==> src/rtl/wb_wport_arbiter_pkg.sv <==
// Shared configuration for the regfile write-port arbiter: default widths,
// buffer depth, starvation limit and the grant encoding.
package wb_wport_arbiter_pkg;

    localparam int CFG_DATA_WIDTH     = 32;
    localparam int CFG_REG_ADDR_WIDTH = 5;
    localparam int WPORT_FIFO_DEPTH   = 2;
    localparam int WPORT_STARVE_LIMIT = 4;

    // Which source owns the regfile write port in the current cycle.
    typedef enum logic [1:0] {
        GNT_NONE = 2'd0,
        GNT_WB   = 2'd1,
        GNT_FIFO = 2'd2
    } wport_gnt_e;

endpackage

==> src/rtl/wport_rsp_fifo.sv <==
// Small synchronous FIFO holding {rd, data} MDU results.
// Pointers wrap naturally because the depth is a power of two.
// The caller never pushes when full or pops when empty.
module wport_rsp_fifo #(
    parameter int WIDTH = 37,
    parameter int DEPTH = 2,
    localparam int PTR_W = $clog2(DEPTH),
    localparam int CNT_W = PTR_W + 1
) (
    input  logic             clk,
    input  logic             rst_n,
    input  logic             push_i,
    input  logic             pop_i,
    input  logic [WIDTH-1:0] wdata_i,
    output logic [WIDTH-1:0] rdata_o,
    output logic [CNT_W-1:0] count_o,
    output logic             empty_o
);

    logic [WIDTH-1:0] mem_q [DEPTH];
    logic [PTR_W-1:0] wr_ptr_q;
    logic [PTR_W-1:0] rd_ptr_q;
    logic [CNT_W-1:0] count_q;

    // Storage, wrap-around pointers and occupancy counter.
    always_ff @(posedge clk or negedge rst_n) begin
        if (!rst_n) begin
            for (int i = 0; i < DEPTH; i++) begin
                mem_q[i] <= {WIDTH{1'b0}};
            end
            wr_ptr_q <= {PTR_W{1'b0}};
            rd_ptr_q <= {PTR_W{1'b0}};
            count_q  <= {CNT_W{1'b0}};
        end else begin
            if (push_i) begin
                mem_q[wr_ptr_q] <= wdata_i;
                wr_ptr_q        <= wr_ptr_q + PTR_W'(1);
            end
            if (pop_i) begin
                rd_ptr_q <= rd_ptr_q + PTR_W'(1);
            end
            case ({push_i, pop_i})
                2'b10:   count_q <= count_q + CNT_W'(1);
                2'b01:   count_q <= count_q - CNT_W'(1);
                default: count_q <= count_q;
            endcase
        end
    end

    assign rdata_o = mem_q[rd_ptr_q];
    assign count_o = count_q;
    assign empty_o = (count_q == {CNT_W{1'b0}});

endmodule

==> src/rtl/wb_wport_arbiter.sv <==
// Regfile write-port arbiter: the in-order writeback stage always wins, MDU
// results wait in a small FIFO and commit on idle WB cycles. A busy
// scoreboard tracks outstanding MDU destinations, and a starvation counter
// requests a one-cycle pipeline stall so a buffered result cannot wait forever.
module wb_wport_arbiter
    import wb_wport_arbiter_pkg::*;
#(
    parameter int DATA_WIDTH     = CFG_DATA_WIDTH,
    parameter int REG_ADDR_WIDTH = CFG_REG_ADDR_WIDTH,
    parameter int FIFO_DEPTH     = WPORT_FIFO_DEPTH,
    parameter int STARVE_LIMIT   = WPORT_STARVE_LIMIT,
    localparam int CNT_W         = $clog2(FIFO_DEPTH) + 1
) (
    input  logic                      clk,
    input  logic                      rst,
    input  logic                      wb_reg_wen,
    input  logic [REG_ADDR_WIDTH-1:0] wb_reg_waddr,
    input  logic [DATA_WIDTH-1:0]     wb_reg_wdata,
    input  logic                      mdu_issue_valid,
    input  logic [REG_ADDR_WIDTH-1:0] mdu_issue_rd,
    input  logic                      mdu_rsp_valid,
    output logic                      mdu_rsp_ready,
    input  logic [REG_ADDR_WIDTH-1:0] mdu_rsp_rd,
    input  logic [DATA_WIDTH-1:0]     mdu_rsp_data,
    output logic                      rf_wen,
    output logic [REG_ADDR_WIDTH-1:0] rf_waddr,
    output logic [DATA_WIDTH-1:0]     rf_wdata,
    output logic [31:0]               busy_vec,
    output logic                      stall_req,
    output logic [CNT_W-1:0]          fifo_count
);

    localparam int ENT_W    = REG_ADDR_WIDTH + DATA_WIDTH;
    localparam int STARVE_W = $clog2(STARVE_LIMIT + 1);
    localparam logic [STARVE_W-1:0]       STARVE_LAST = STARVE_W'(STARVE_LIMIT - 1);
    localparam logic [CNT_W-1:0]          DEPTH_C     = CNT_W'(FIFO_DEPTH);
    localparam logic [REG_ADDR_WIDTH-1:0] X0          = {REG_ADDR_WIDTH{1'b0}};

    logic                      wb_act_s;
    logic                      fifo_empty_s;
    logic                      push_s;
    logic                      pop_s;
    logic [ENT_W-1:0]          head_s;
    logic [REG_ADDR_WIDTH-1:0] head_rd_s;
    logic [DATA_WIDTH-1:0]     head_data_s;
    wport_gnt_e                gnt_s;

    logic [31:0]               busy_q, busy_d;
    logic [STARVE_W-1:0]       starve_q, starve_d;
    logic                      stall_q, stall_d;

    // Writes to x0 are architecturally void and must not claim the port.
    assign wb_act_s      = wb_reg_wen && (wb_reg_waddr != X0);
    // Readiness depends on occupancy only, never on a same-cycle pop.
    assign mdu_rsp_ready = (fifo_count < DEPTH_C);
    // rd = 0 responses complete the handshake but are dropped.
    assign push_s        = mdu_rsp_valid && mdu_rsp_ready && (mdu_rsp_rd != X0);
    assign {head_rd_s, head_data_s} = head_s;
    assign pop_s         = (gnt_s == GNT_FIFO);

    wport_rsp_fifo #(
        .WIDTH (ENT_W),
        .DEPTH (FIFO_DEPTH)
    ) u_rsp_fifo (
        .clk     (clk),
        .rst_n   (rst),
        .push_i  (push_s),
        .pop_i   (pop_s),
        .wdata_i ({mdu_rsp_rd, mdu_rsp_data}),
        .rdata_o (head_s),
        .count_o (fifo_count),
        .empty_o (fifo_empty_s)
    );

    // Fixed priority: WB first, then the buffered FIFO head.
    always_comb begin
        gnt_s = GNT_NONE;
        if (wb_act_s) begin
            gnt_s = GNT_WB;
        end else if (!fifo_empty_s) begin
            gnt_s = GNT_FIFO;
        end else begin
            gnt_s = GNT_NONE;
        end
    end

    // Write-port mux; address/data follow WB when nobody is granted.
    always_comb begin
        rf_wen   = 1'b0;
        rf_waddr = wb_reg_waddr;
        rf_wdata = wb_reg_wdata;
        case (gnt_s)
            GNT_WB: begin
                rf_wen = 1'b1;
            end
            GNT_FIFO: begin
                rf_wen   = 1'b1;
                rf_waddr = head_rd_s;
                rf_wdata = head_data_s;
            end
            default: begin
                rf_wen = 1'b0;
            end
        endcase
    end

    // Scoreboard next state: clear on commit, then set on issue so set wins.
    always_comb begin
        busy_d = busy_q;
        if (pop_s) begin
            busy_d[head_rd_s] = 1'b0;
        end else begin
            busy_d = busy_q;
        end
        if (mdu_issue_valid && (mdu_issue_rd != X0)) begin
            busy_d[mdu_issue_rd] = 1'b1;
        end else begin
            busy_d = busy_d;
        end
        busy_d[0] = 1'b0;
    end

    // Count cycles the buffered head loses to WB; at the limit request a stall.
    always_comb begin
        stall_d  = 1'b0;
        starve_d = starve_q;
        if (!fifo_empty_s && (gnt_s == GNT_WB)) begin
            if (starve_q == STARVE_LAST) begin
                stall_d  = 1'b1;
                starve_d = {STARVE_W{1'b0}};
            end else begin
                starve_d = starve_q + STARVE_W'(1);
            end
        end else begin
            starve_d = {STARVE_W{1'b0}};
        end
    end

    // Registered scoreboard, starvation counter and stall request.
    always_ff @(posedge clk or negedge rst) begin
        if (!rst) begin
            busy_q   <= 32'd0;
            starve_q <= {STARVE_W{1'b0}};
            stall_q  <= 1'b0;
        end else begin
            busy_q   <= busy_d;
            starve_q <= starve_d;
            stall_q  <= stall_d;
        end
    end

    assign busy_vec  = busy_q;
    assign stall_req = stall_q;

endmodule

==> config.mk <==
export PLATFORM = sky130hd
export DESIGN_NAME = wb_wport_arbiter
export DESIGN_NICKNAME = d
export VERILOG_FILES = /design/src/rtl/wb_wport_arbiter_pkg.sv /design/src/rtl/wport_rsp_fifo.sv /design/src/rtl/wb_wport_arbiter.sv
export SDC_FILE = /design/constraint.sdc
export NUM_CORES = 1
export LEC_CHECK = 0
export BUFFER_PORTS_ARGS = -buffer_cell sky130_fd_sc_hd__buf_2
export CAP_MARGIN = 15
export CORE_MARGIN = 2
export CORE_UTILIZATION = 40
export CTS_CLUSTER_SIZE = 24
export DETAILED_ROUTE_END_ITERATION = 8
export PLACE_DENSITY = 0.77
export SLEW_MARGIN = 30
export SYNTH_ARGS = -nofsm -noshare
export SYNTH_HDL_FRONTEND = slang
export SYNTH_SLANG_ARGS = --single-unit
==> constraint.sdc <==
create_clock -name clk -period 2.1 [get_ports clk]
set_clock_uncertainty 0.1 [all_clocks]
set_input_delay 0 -clock clk [delete_from_list [all_inputs] [get_ports clk]]
set_output_delay 0 -clock clk [all_outputs]
set_load 0.02 [all_outputs]
Yosys cells after proc, flatten, opt, wreduce, memory -nomap -nowiden
Index checks and enable logic that the tools add are counted.
{"block": "classes", "bitwise_logic": 5, "n_addsub": 5, "reduce_logical": 15, "magnitude_cmp": 8, "n_eq_ne": 5, "n_mux": 22}
{"op": "37-bit two-way mux", "n": 4}
{"op": "32-bit two-way mux", "n": 3}
{"op": "74-bit bitwise mux", "n": 1}
{"op": "37-bit demux with 1-bit select", "n": 1}
{"op": "32-bit bitwise AND", "n": 1}
{"op": "32-bit NOT", "n": 1}
{"op": "32-bit OR", "n": 1}
{"op": "5-bit nonzero test", "n": 3}
{"op": "5-bit by 6-bit < comparator with 1-bit output, second input constant", "n": 2}
{"op": "1-bit demux with 5-bit select", "n": 2}
{"op": "5-bit by 1-bit greater-or-equal comparator with 1-bit output, second input constant", "n": 2}
{"op": "1-bit logical AND", "n": 8}
{"op": "3-bit two-way mux", "n": 2}
{"op": "1-bit two-way mux", "n": 5}
{"op": "5-bit two-way mux", "n": 1}
{"op": "2-bit by 1-bit equality test with 1-bit output, second input constant", "n": 2}
{"op": "2-bit equality test, second input constant", "n": 2}
{"op": "2-bit greater-or-equal comparator, second input constant", "n": 2}
{"op": "2-bit two-way mux", "n": 2}
{"op": "1-bit NOT with 2-bit output", "n": 2}
{"op": "2-bit one-hot mux with 2 select lines", "n": 1}
{"op": "3-bit by 1-bit adder with 3-bit output, second input constant", "n": 1}
{"op": "3-bit by 2-bit equality test with 1-bit output, second input constant", "n": 1}
{"op": "1-bit adder, second input constant", "n": 2}
{"op": "8 further kinds", "n": 8}
{"block": "word_totals", "ff_bits": 113, "elab_cells": 68, "input_bits": 84, "out_inout_bits": 74}

Logic depth before layout (Yosys ltp)
Gate-level depths: netlist of run 1.
{"block": "logic_depth", "word_depth": 13, "depth_mapped": 9, "ltp_nobuf": 7}

By module
Synthesis of run 1 repeated with hierarchy kept, for this count alone.
{"block": "hier_totals", "hier_cells": 440, "area_unflattened_um2": 5764.3}
{"module": "wport_rsp_fifo", "instances": 1, "cells_per_inst": 210, "area_per_inst_um2": 3393.3, "seq_area_each_um2": 1951.9}
{"module": "wb_wport_arbiter", "instances": 1, "cells_per_inst": 230, "area_per_inst_um2": 2371.0, "seq_area_each_um2": 875.8}

Worst setup path after synthesis of run 1
No wires, ideal clock.
{"block": "synth_path", "kind": "reg2reg", "startpoint": "register u_rsp_fifo.count_q[0] (netlist: u_rsp_fifo.count_o[0])", "endpoint": "register u_rsp_fifo.count_q[1] (netlist: u_rsp_fifo.count_o[1])", "setup_time_ns": 0.080, "synth_period_minus_slack_ns": 2.282, "required_time_ns": 1.920, "stages_incl_launch_ff": 9, "path_buffers": 2, "arrival_ns": 2.101, "setup_slack_ns": -0.182, "cell_sequence": "dfrtp_1 or2_1 a31oi_1 buf_2 buf_2 inv_1 ha_1 nor2_1 xnor2_1"}
{"block": "synth_between", "elab_chain_cells": 6, "word_cells_on_any_way": 13, "cone_classes": "2 x add/sub; 1 x order compare; 3 x eq/ne; 3 x mux; 4 x reduce/logical"}
{"item": "from (decl)", "line": "wport_rsp_fifo.sv:23", "text": "logic [CNT_W-1:0] count_q;"}
{"item": "from (signal assigned)", "line": "wport_rsp_fifo.sv:33", "text": "count_q <= {CNT_W{1'b0}};"}
{"item": "from (signal assigned)", "line": "wport_rsp_fifo.sv:43", "text": "2'b10: count_q <= count_q + CNT_W'(1);"}
{"item": "from (signal assigned)", "line": "wport_rsp_fifo.sv:44", "text": "2'b01: count_q <= count_q - CNT_W'(1);"}
{"item": "2-bit logical NOT", "line": "wport_rsp_fifo.sv:52", "text": "assign empty_o = (count_q == {CNT_W{1'b0}});"}
{"item": "2-bit two-way mux", "line": "wb_wport_arbiter.sv:80", "text": "end else if (!fifo_empty_s) begin"}
{"item": "2-bit two-way mux", "line": "wb_wport_arbiter.sv:78", "text": "if (wb_act_s) begin"}
{"item": "2-bit equality test", "line": "wb_wport_arbiter.sv:59", "text": "assign pop_s = (gnt_s == GNT_FIFO);"}
{"item": "2-bit by 1-bit equality test with 1-bit output / 2-bit equality test (equally long branches)", "line": "wport_rsp_fifo.sv:42", "text": "case ({push_i, pop_i})"}
{"item": "2-bit one-hot mux with 2 select lines / 2-bit nonzero test (equally long branches)"}
Parallel ways exist; a longest one is shown, timed or not.
A chain may end at the register's enable or synchronous reset.

Final worst setup path of run 1
{"block": "layout_path", "startpoint": "register u_rsp_fifo.count_q[1] (netlist: u_rsp_fifo.count_o[1])", "endpoint": "output rf_wdata[13]"}
{"block": "layout_between", "elab_chain_cells": 5}
{"item": "2-bit logical NOT", "line": "wport_rsp_fifo.sv:52"}
{"item": "2-bit two-way mux", "line": "wb_wport_arbiter.sv:80"}
{"item": "2-bit two-way mux", "line": "wb_wport_arbiter.sv:78"}
{"item": "2-bit equality test", "line": "wb_wport_arbiter.sv:92", "text": "case (gnt_s)"}
{"item": "32-bit two-way mux", "line": "wb_wport_arbiter.sv:92"}
{"item": "to (decl)", "line": "wb_wport_arbiter.sv:27", "text": "output logic [DATA_WIDTH-1:0] rf_wdata,"}
Every way passes these cells.

==> results of run 1 <==
==> layout by cell type (no fill, tap or decap), types with 3 or more instances in the layout <==
cell,instances
buf_12,3
buf_2,134
buf_4,23
buf_6,17
clkbuf_1,6
clkbuf_16,20
clkinv_2,7
dfrtp_1,111
dlygate4sd3_1,49
mux2_1,7
mux2_2,39
mux2_4,30
mux2i_1,37
nand2_1,88
nand2_2,12
nand2_4,4
nand2b_1,3
nand3_1,4
nor2_1,11
nor2b_1,3
nor3_1,3
o21ai_0,15
o21ai_1,10
o21ai_2,11
o31ai_1,31
or3_1,4
xnor2_1,5
==> timing repair <==
action / 4_1_cts / 5_1_grt
endpoints found under the hold margin: 223 / 0
hold buffers: 49 / 0
gates cloned: 2 / 4
gates resized for setup: 5 / 89
pin swaps: 0 / 8
buffers inserted: 7 / 3
setup endpoints to repair: 26 / 48
==> worst max-delay path, stage by stage, from the launching register on <==
cell	delay, ns
dfrtp_1	0.40
or2_4	0.27
a31oi_4	0.27
buf_6	0.20
buf_6	0.15
nand2_1	0.08
o21ai_1	0.10
buf_4	0.16
==> sequential cells by signal, indices dropped and copies added, names as in the netlist <==
register             flops
busy_vec                31
stall_req                1
starve_q                 3
u_rsp_fifo.count_o       2
u_rsp_fifo.mem_q        74
u_rsp_fifo.rd_ptr_q      1
u_rsp_fifo.wr_ptr_q      1
==> per-stage QoR <==
stage | std cells | util
after floorplan | 481 | -
after global placement | 794 | 0.485
after detailed placement | 794 | 0.485
after CTS | 883 | 0.569
after global routing | 889 | 0.591
final | 889 | 0.591
==> per-layer routing <==
layer	wire [um]	global-route usage	vias up
met4	308	0.101	0
li1	-	-	2129
met3	870	0.0493	26
met5	0	0	-
met2	7980	0.345	197
met1	6590	0.238	2256
==> logic make-up (layout without fill, tap and decap cells) <==
group | count (synthesis) | count (layout) | share of synthesized area
buf+inv | 31 | 263 | 0.0318
other cells | 1 | 1 | 0.000681
compound gates | 72 | 72 | 0.0861
fa+ha+maj | 2 | 2 | 0.00454
flops | 113 | 113 | 0.513
simple gates | 144 | 144 | 0.113
mux | 113 | 113 | 0.243
xor+xnor | 5 | 5 | 0.00795
==> worst min path at each step <==
stage | start | to | depth (start not counted)
after global placement | rst | u_rsp_fifo.mem_q[41] | 2
after detailed placement | rst | u_rsp_fifo.mem_q[4] | 2
after floorplan | rst | busy_vec[10] | 0
after global routing | wb_reg_waddr[2] | stall_req | 5
after CTS | wb_reg_waddr[4] | stall_req | 5
final | wb_reg_waddr[2] | stall_req | 5
==> layout make-up <==
class                      count  area [um2]  share of cell area
clock buffer                  23         448              0.0568
clock inverter                 8        65.1             0.00824
inverter                       2        7.51            0.000951
multi-input combinational    337        2630               0.334
sequential                   113        2830               0.359
tap                          176         220              0.0279
timing repair buffer         230        1690               0.214
==> where the power goes <==
part | switching (uW) | leakage, uW | internal, uW | total [uW]
clock | 956 | 0.000258 | 1600 | 2560
combinational | 3220 | 0.00219 | 2790 | 6010
sequential | 654 | 0.00135 | 3280 | 3930
total | 4830 | 0.00380 | 7660 | 12500
==> results_dict.tcl, run 1 <==
set metrics [dict create \
    rsz0062_at_grt "yes" \
    power_leakage_uw 0.00380 \
    ys_warn_count 0 \
    gr-total-overflow 0 \
    synth_seq_cells 113 \
    root_buffer "clkbuf_16" \
    die_area_um2 14700 \
    final_max_slew_viol_count 0 \
    crit_path_end "rf_wdata[13]" \
    r2r-end "busy_vec[20]" \
    grt_pass1_vias 4704 \
    endpoint_kind "output port" \
    hpwlAfterDp_um 8850 \
    first_pass_iters 5 \
    async_reset_ff_frac 1.00 \
    netlist_instances 481 \
    fin_ws_ns -0.0381 \
    start_util 0.413 \
    start_kind "register" \
    cap_violations 0 \
    clk_latency_ns 0.41 \
    setup_tns_ns -0.0443 \
    min_path_type "in2reg" \
    path_max_fanout 5 \
    max_freq_ghz 0.468 \
    violations "negative setup slack" \
    antenna_cells 0 \
    num_vias 4608 \
    post_drt_wl_per_cell_um 17.7 \
    status "finished, violations left" \
    fp.dieW_um 121 \
    r2r_slack_ns 0.12 \
    ant_nets 0 \
    area_growth_syn_to_layout_pct 43.2 \
    drt_iter0_drc 290 \
    dpl_cell_area_um2 6470 \
    worstRegToRegCells 5 \
    yosysMostFrequentCell "dfrtp_1" \
    irDropWorstVdd_v 0.000763 \
    synth_largest_area_cell "dfrtp_1" \
    p_per_area_nw_per_um2 1580 \
    required_ns 2.00 \
    synth_edf_count 0 \
    fin_crit_sh 1.02 \
    synth_area_leaders "dfrtp_1, mux2_4, mux2_2, nand2_1, mux2i_1" \
    dpl_worst_slack_ns 0.148 \
    cts_buffers 17 \
    nets 787 \
    port_buffers 156 \
    synthTopCellsByCount "dfrtp_1, nand2_1, mux2_2" \
    synth_top_flop_cell "dfrtp_1" \
    core-area_um2 13300 \
    cts_tree "yes" \
    power_uw 12500 \
    globalplace.congestion 0.858 \
    synth_nets 567 \
    grt_max_degree 70 \
    rows 42 \
    hold-worst-slack_ns 0.144 \
    tightest_slew_ns 0.700 \
    io_pins 158 \
    via_per_inst 5.18 \
    finalHoldViolCount 0 \
    synth_top_area_share 0.513 \
    cts_max_path_buffers 2 \
    yosysUniqueCellTypes 36 \
    grt_first_pass_wirelength_um 22900 \
    drc 0 \
    cp_data_arrival_time_ns 2.04 \
    syn_area_per_cell_um2 11.5 \
    r2r-start "u_rsp_fifo.rd_ptr_q" \
    drive_gt1_frac 0.442 \
    yosysSeqAreaShare 0.513 \
    final_design_area_no_fill_um2 7890 \
    routed_wl_um 15800 \
    synth_area_um2 5510 \
    slew_headroom 0.532 \
    crit_start "u_rsp_fifo.count_o[1]" \
    grt_use_total 0.202 \
    die_y_um 121 \
    worst-setup-path-type "reg2out" \
    clkTransAtPathRegs_ns 0.05 \
    htree_levels 4 \
    nFillCells 1059 \
    antenna_found_initial 0 \
    setup_violations 2 \
    clkSinkCount 113 \
    min_period_ns 2.14 \
]
Power figures use the tool's default switching activity.
==> run 2: changes to the inputs <==
ABC_AREA = 1   (was default)
PLACE_DENSITY = 0.76   (was 0.77)
==> run 2 against run 1 <==
  * The run now ends clean
  * Worst hold slack worse by 0.14 ns
  * Critical endpoint is now rf_wdata[21]
  * Wire length up 2.2%
  * Synthesized cell count up 67%
  * Die area up 5.8%
  * Largest cell class unchanged
  * Combinational power down 16%
  * Total power down 4.3%
  * Fmax up 11%
==> results_dict.tcl, run 2 <==
set metrics [dict create \
    synthTopCellsByCount "nand2_1, dfrtp_1, o21ai_0" \
    root_buffer "clkbuf_16" \
    port_buffers 156 \
    nets 1090 \
    power_uw 12000 \
    synth_seq_cells 113 \
    slew_headroom 0.557 \
    utilization 0.548 \
    yosysMostFrequentCell "nand2_1" \
    min_period_ns 1.93 \
    synth_top_flop_cell "dfrtp_1" \
    top_register "u_rsp_fifo.mem_q" \
    gr-total-overflow 0 \
    drive_gt1_frac 0.218 \
    cts_tree "yes" \
    drc 0 \
    r2r_slack_ns 0.38 \
    rows 44 \
    path_max_fanout 23 \
    mostFrequentLayoutCell "nand2_1" \
    synth_top_area_share 0.484 \
    synth_nets 887 \
    cp_data_arrival_time_ns 1.83 \
    core-area_um2 14400 \
    yosys.area_share.simple 0.312 \
    tightest_slew_ns 0.662 \
    synth_edf_count 0 \
    num_vias 5824 \
    cts_buffers 17 \
    synth_xor_area_frac 0.00450 \
    antenna_cells 0 \
    fin_ws_ns 0.167 \
    area_growth_syn_to_layout_pct 35.4 \
    clk_latency_ns 0.41 \
    power_leakage_uw 0.00411 \
    synth_area_leaders "dfrtp_1, nand2_1, o21ai_0, inv_1, buf_6" \
    endpoint_kind "output port" \
    clkTransAtPathRegs_ns 0.06 \
    routed_wl_um 16100 \
    fp.dieW_um 125 \
    nFillCells 1343 \
    netlist_instances 801 \
    p_per_area_nw_per_um2 1510 \
    first_pass_iters 5 \
    worst-setup-path-type "reg2out" \
    synth.area.mux_share 0 \
    ant_nets 0 \
    r2r-end "busy_vec[24]" \
    via_per_inst 4.86 \
    status "complete, no violations" \
    synth_area_um2 5840 \
    die_area_um2 15600 \
    htree_levels 4 \
    synth_compound_gate_area_share 0.106 \
    finalHoldViolCount 0 \
    io_pins 158 \
    max_freq_ghz 0.517 \
    post_drt_wl_per_cell_um 13.4 \
    antenna_found_initial 0 \
    hold_start "wb_reg_waddr[3]" \
    required_ns 2.00 \
    dpl_worst_slack_ns 0.382 \
    cap_violations 0 \
    synth_top_family_by_area "simple AND/OR/NAND/NOR gates" \
    worstRegToRegCells 8 \
    die_y_um 125 \
    final_max_slew_viol_count 0 \
    start_kind "register" \
    async_reset_ff_frac 1.00 \
    yosysUniqueCellTypes 27 \
    rsz0062_at_grt "no" \
    synth_largest_area_cell "dfrtp_1" \
    cts_max_path_buffers 2 \
    grt_first_pass_wirelength_um 27000 \
    grt_use_total 0.214 \
    setup_tns_ns 0 \
    yosysSeqAreaShare 0.484 \
    fin_crit_sh 0.921 \
    final_cell_mix "nand2_1, buf_2, dfrtp_1" \
    hold-worst-slack_ns 0.00713 \
    crit_path_end "rf_wdata[21]" \
    hpwlAfterDp_um 10400 \
    crit_start "u_rsp_fifo.count_o[0]" \
    ys_warn_count 0 \
    setup_violations 0 \
    grt_max_degree 64 \
    grt_pass1_vias 5555 \
    drt_iter0_drc 432 \
    globalplace.congestion 0.858 \
    start_util 0.405 \
    syn_area_per_cell_um2 7.29 \
    largest_reg_flops 74 \
    r2r-start "u_rsp_fifo.rd_ptr_q" \
    irDropWorstVdd_v 0.000641 \
    min_path_type "in2reg" \
    clkSinkCount 113 \
    synthAdderAreaFrac 0.00429 \
]
[run 2: cell types whose count changed in the layout (fill, tap and decap cells not counted), moves of 13 or more]
cell / change
mux2_2: -39
nor2_1: +29
o31ai_1: -31
mux2i_1: -37
buf_4: -13
mux2_4: -30
inv_1: +58
o21ai_0: +64
nand2_1: +304
o21ai_1: +23
buf_2: +21
buf_6: -15
[run 2: timing repair]
action,CTS,global route
endpoints found under the hold margin,223,0
buffers inserted,0,0
gates resized for setup,0,3
setup endpoints to repair,0,25
hold buffers,53,0
[run 2: worst max-delay path: stages (launching register included)]
cell and delay [ns]:
dfrtp_1 0.43, nor2_2 0.22, inv_1 0.09, nand2_2 0.08
buf_4 0.25, nand2_1 0.08, nand2_1 0.09, buf_2 0.16
[run 2: cell families after synthesis]
group,after synthesis
adder cells (fa/ha/maj),2
AND/OR/NAND/NOR,464
flip-flops,113
buffers and inverters,99
AO/OA/AOI/OAI,119
XOR/XNOR,3
other,1
[run 2: worst min path at each step]
| stage | to | slack [ns] | cells after the start |
|---|---|---|---|
| 2_1_floorplan | busy_vec[10] | -0.40 | 0 |
| 3_3_place_gp | u_rsp_fifo.mem_q[18] | -0.11 | 1 |
| 3_5_place_dp | u_rsp_fifo.mem_q[18] | -0.11 | 1 |
| 4_1_cts | stall_req | 0.003 | 5 |
| 5_1_grt | u_rsp_fifo.mem_q[18] | 0.1 | 3 |
| 6_report | stall_req | 0.007 | 5 |
[run 2: where the power goes]
| group | switching [uW] | internal (uW) | total, uW |
|---|---|---|---|
| sequential | 557 | 3230 | 3780 |
| combinational | 3400 | 1640 | 5040 |
| clock | 987 | 2150 | 3130 |
[run 2: through the flow]
stage	std cells	instance area [um2]
final	1199	7910
after floorplan	801	5840
after global routing	1199	7910
after detailed placement	1117	6730
after CTS	1200	7910
after global placement	1117	6730
[run 2: layer usage]
layer | track usage | wire, um | part of all wire | vias to the layer above
met1 | 0.272 | 6860 | 0.43 | 2668
met3 | 0.0498 | 862 | 0.054 | 59
li1 | - | - | - | 2873
met4 | 0.118 | 708 | 0.044 | 0
met5 | 0 | 0 | 0 | -
met2 | 0.338 | 7670 | 0.48 | 224
[run 2: area by class of cell]
class,count,area [um2],area share
Tap cell,184,230,0.0291
Multi-Input combinational cell,589,2510,0.318
Sequential cell,113,2830,0.358
Clock buffer,20,457,0.0578
Timing Repair Buffer,222,1460,0.185
Clock inverter,10,184,0.0233
Inverter,61,229,0.0290
==> run 3: changes to the inputs <==
ABC_AREA = default   (was 1)
GPL_TIMING_DRIVEN = 0   (was default)
PLACE_DENSITY = 0.77   (was 0.76)
==> run 3 against run 2 <==
  * Wire length is 1.5% lower
  * Clock-buffer cell count is 1 lower
  * Sequential share of layout area is 0.60 points lower
  * Sequential power is 4% higher
  * Largest power group unchanged
  * Clock power is 12% lower
  * Combinational power is 23% higher
  * Cell count is 25% lower
  * Cell area is 1.6% higher
  * Via count is 20% lower
  * Largest cell class unchanged
==> results_dict.tcl, run 3 (same netlist as run 1, synthesis figures left out) <==
set metrics [dict create \
    clkSinkCount 113 \
    cpMostUsedCell "buf_12" \
    top_register "u_rsp_fifo.mem_q" \
    setup_violations 0 \
    rsz0062_at_grt "yes" \
    die_y_um 121 \
    routed_wl_um 15900 \
    cts_tree "yes" \
    clk_latency_ns 0.41 \
    tightest_slew_ns 0.470 \
    crit_path_top_delay_cell "dfrtp_2" \
    path_buf_inv 4 \
    multi_input_area_um2 2610 \
    power_uw 12900 \
    final_design_area_no_fill_um2 8040 \
    cts_buffers 17 \
    drt_iter0_drc 221 \
    ant_nets 0 \
    htree_levels 4 \
    grt_use_total 0.224 \
    r2r_slack_ns 0.07 \
    status "complete, no violations" \
    slew_headroom 0.678 \
    antenna_found_initial 0 \
    crit_chain "or2_1 > a31oi_4 > buf_12 > buf_12 > buf_12 > nand2_1 > o21ai_1 > buf_4" \
    nFillCells 1106 \
    path_max_fanout 10 \
    final_cell_mix "buf_2, dfrtp_1, nand2_1" \
    path_delay_family "buffers and inverters" \
    nets 803 \
    die_area_um2 14700 \
    rows 42 \
    via_per_inst 5.13 \
    port_buffers 156 \
    crit_start "u_rsp_fifo.count_o[1]" \
    irDropWorstVdd_v 0.000781 \
    fin_crit_sh 0.992 \
    min_period_ns 2.08 \
    start_util 0.413 \
    drc 0 \
    clkTransAtPathRegs_ns 0.05 \
    antenna_cells 0 \
    worstRegToRegCells 10 \
    cap_violations 0 \
    max_freq_ghz 0.480 \
    min_path_type "in2async" \
    globalplace.congestion 0.843 \
    post_drt_wl_per_cell_um 17.5 \
    p_per_area_nw_per_um2 1600 \
    mostFrequentLayoutCell "buf_2" \
    r2r-end "u_rsp_fifo.count_o[1]" \
    final_max_slew_viol_count 0 \
    hold-worst-slack_ns 0.00521 \
    area_growth_syn_to_layout_pct 45.9 \
    gr-total-overflow 0 \
    grt_pass1_vias 4957 \
    cp_data_arrival_time_ns 1.98 \
    dpl_cell_area_um2 6560 \
    final-seq-area_um2 2830 \
    first_pass_iters 4 \
    root_buffer "clkbuf_16" \
    endpoint_kind "output port" \
    grt_max_degree 66 \
    required_ns 2.00 \
    power_leakage_uw 0.00385 \
    grt_first_pass_wirelength_um 25200 \
    finalHoldViolCount 0 \
    fp.dieW_um 121 \
    worst-setup-path-type "reg2out" \
    r2r-start "u_rsp_fifo.count_o[1]" \
    core-area_um2 13300 \
    num_vias 4637 \
    slowest_delay_ns 0.42 \
    start_kind "register" \
    drive_gt1_frac 0.445 \
    hpwlAfterDp_um 10500 \
    cts_max_path_buffers 2 \
    largest_reg_flops 74 \
    io_pins 158 \
]
[run 3: area by class of cell]
| class | count | share of cell area |
|---|---|---|
| sequential | 113 | 0.352 |
| multi-input combinational | 337 | 0.324 |
| timing repair buffer | 223 | 0.195 |
| clock buffer | 19 | 0.0564 |
| buffer | 23 | 0.0296 |
| tap | 176 | 0.0274 |
| clock inverter | 11 | 0.0143 |
| inverter | 2 | 0.000934 |
[run 3: routing by layer]
metal  global-route usage  up-vias  share of wire
li1                     -     2165              -
met1                0.277     2285           0.42
met5                    0        -              0
met4               0.0819        0          0.020
met2                0.382      161           0.50
met3               0.0531       26          0.054
[run 3: worst max-delay path by stage]
stage,to,slack (ns),cells past startpoint
floorplan,u_rsp_fifo.count_o[1],0.04,8
global placement,u_rsp_fifo.count_o[0],-0.53,1
detailed placement,u_rsp_fifo.count_o[1],-0.30,8
CTS,rf_waddr[3],-0.08,8
global route,rf_wdata[26],-0.08,8
finish,rf_wdata[26],0.02,8
[run 3: power by group]
group	internal, uW	switching, uW
Sequential	3280	671
Combinational	2930	3250
Clock	1780	989
[run 3: repair_timing]
item,in CTS,in global routing
pin swaps,7,5
setup buffers,9,10
endpoints found under the hold margin,223,0
hold buffers,47,0
endpoints found under the setup margin,85,127
gates resized for setup,83,42
[run 3: per-stage QoR]
step | utilization | cells | setup WS, ns | TNS, ns
floorplan | - | 481 | 0.0373 | 0
global placement | 0.489 | 813 | -0.534 | -38.58
detailed placement | 0.492 | 814 | -0.304 | -1.18
CTS | 0.588 | 897 | -0.0760 | -1.34
global route | 0.602 | 904 | -0.0813 | -0.906
finish | 0.602 | 904 | 0.0169 | 0
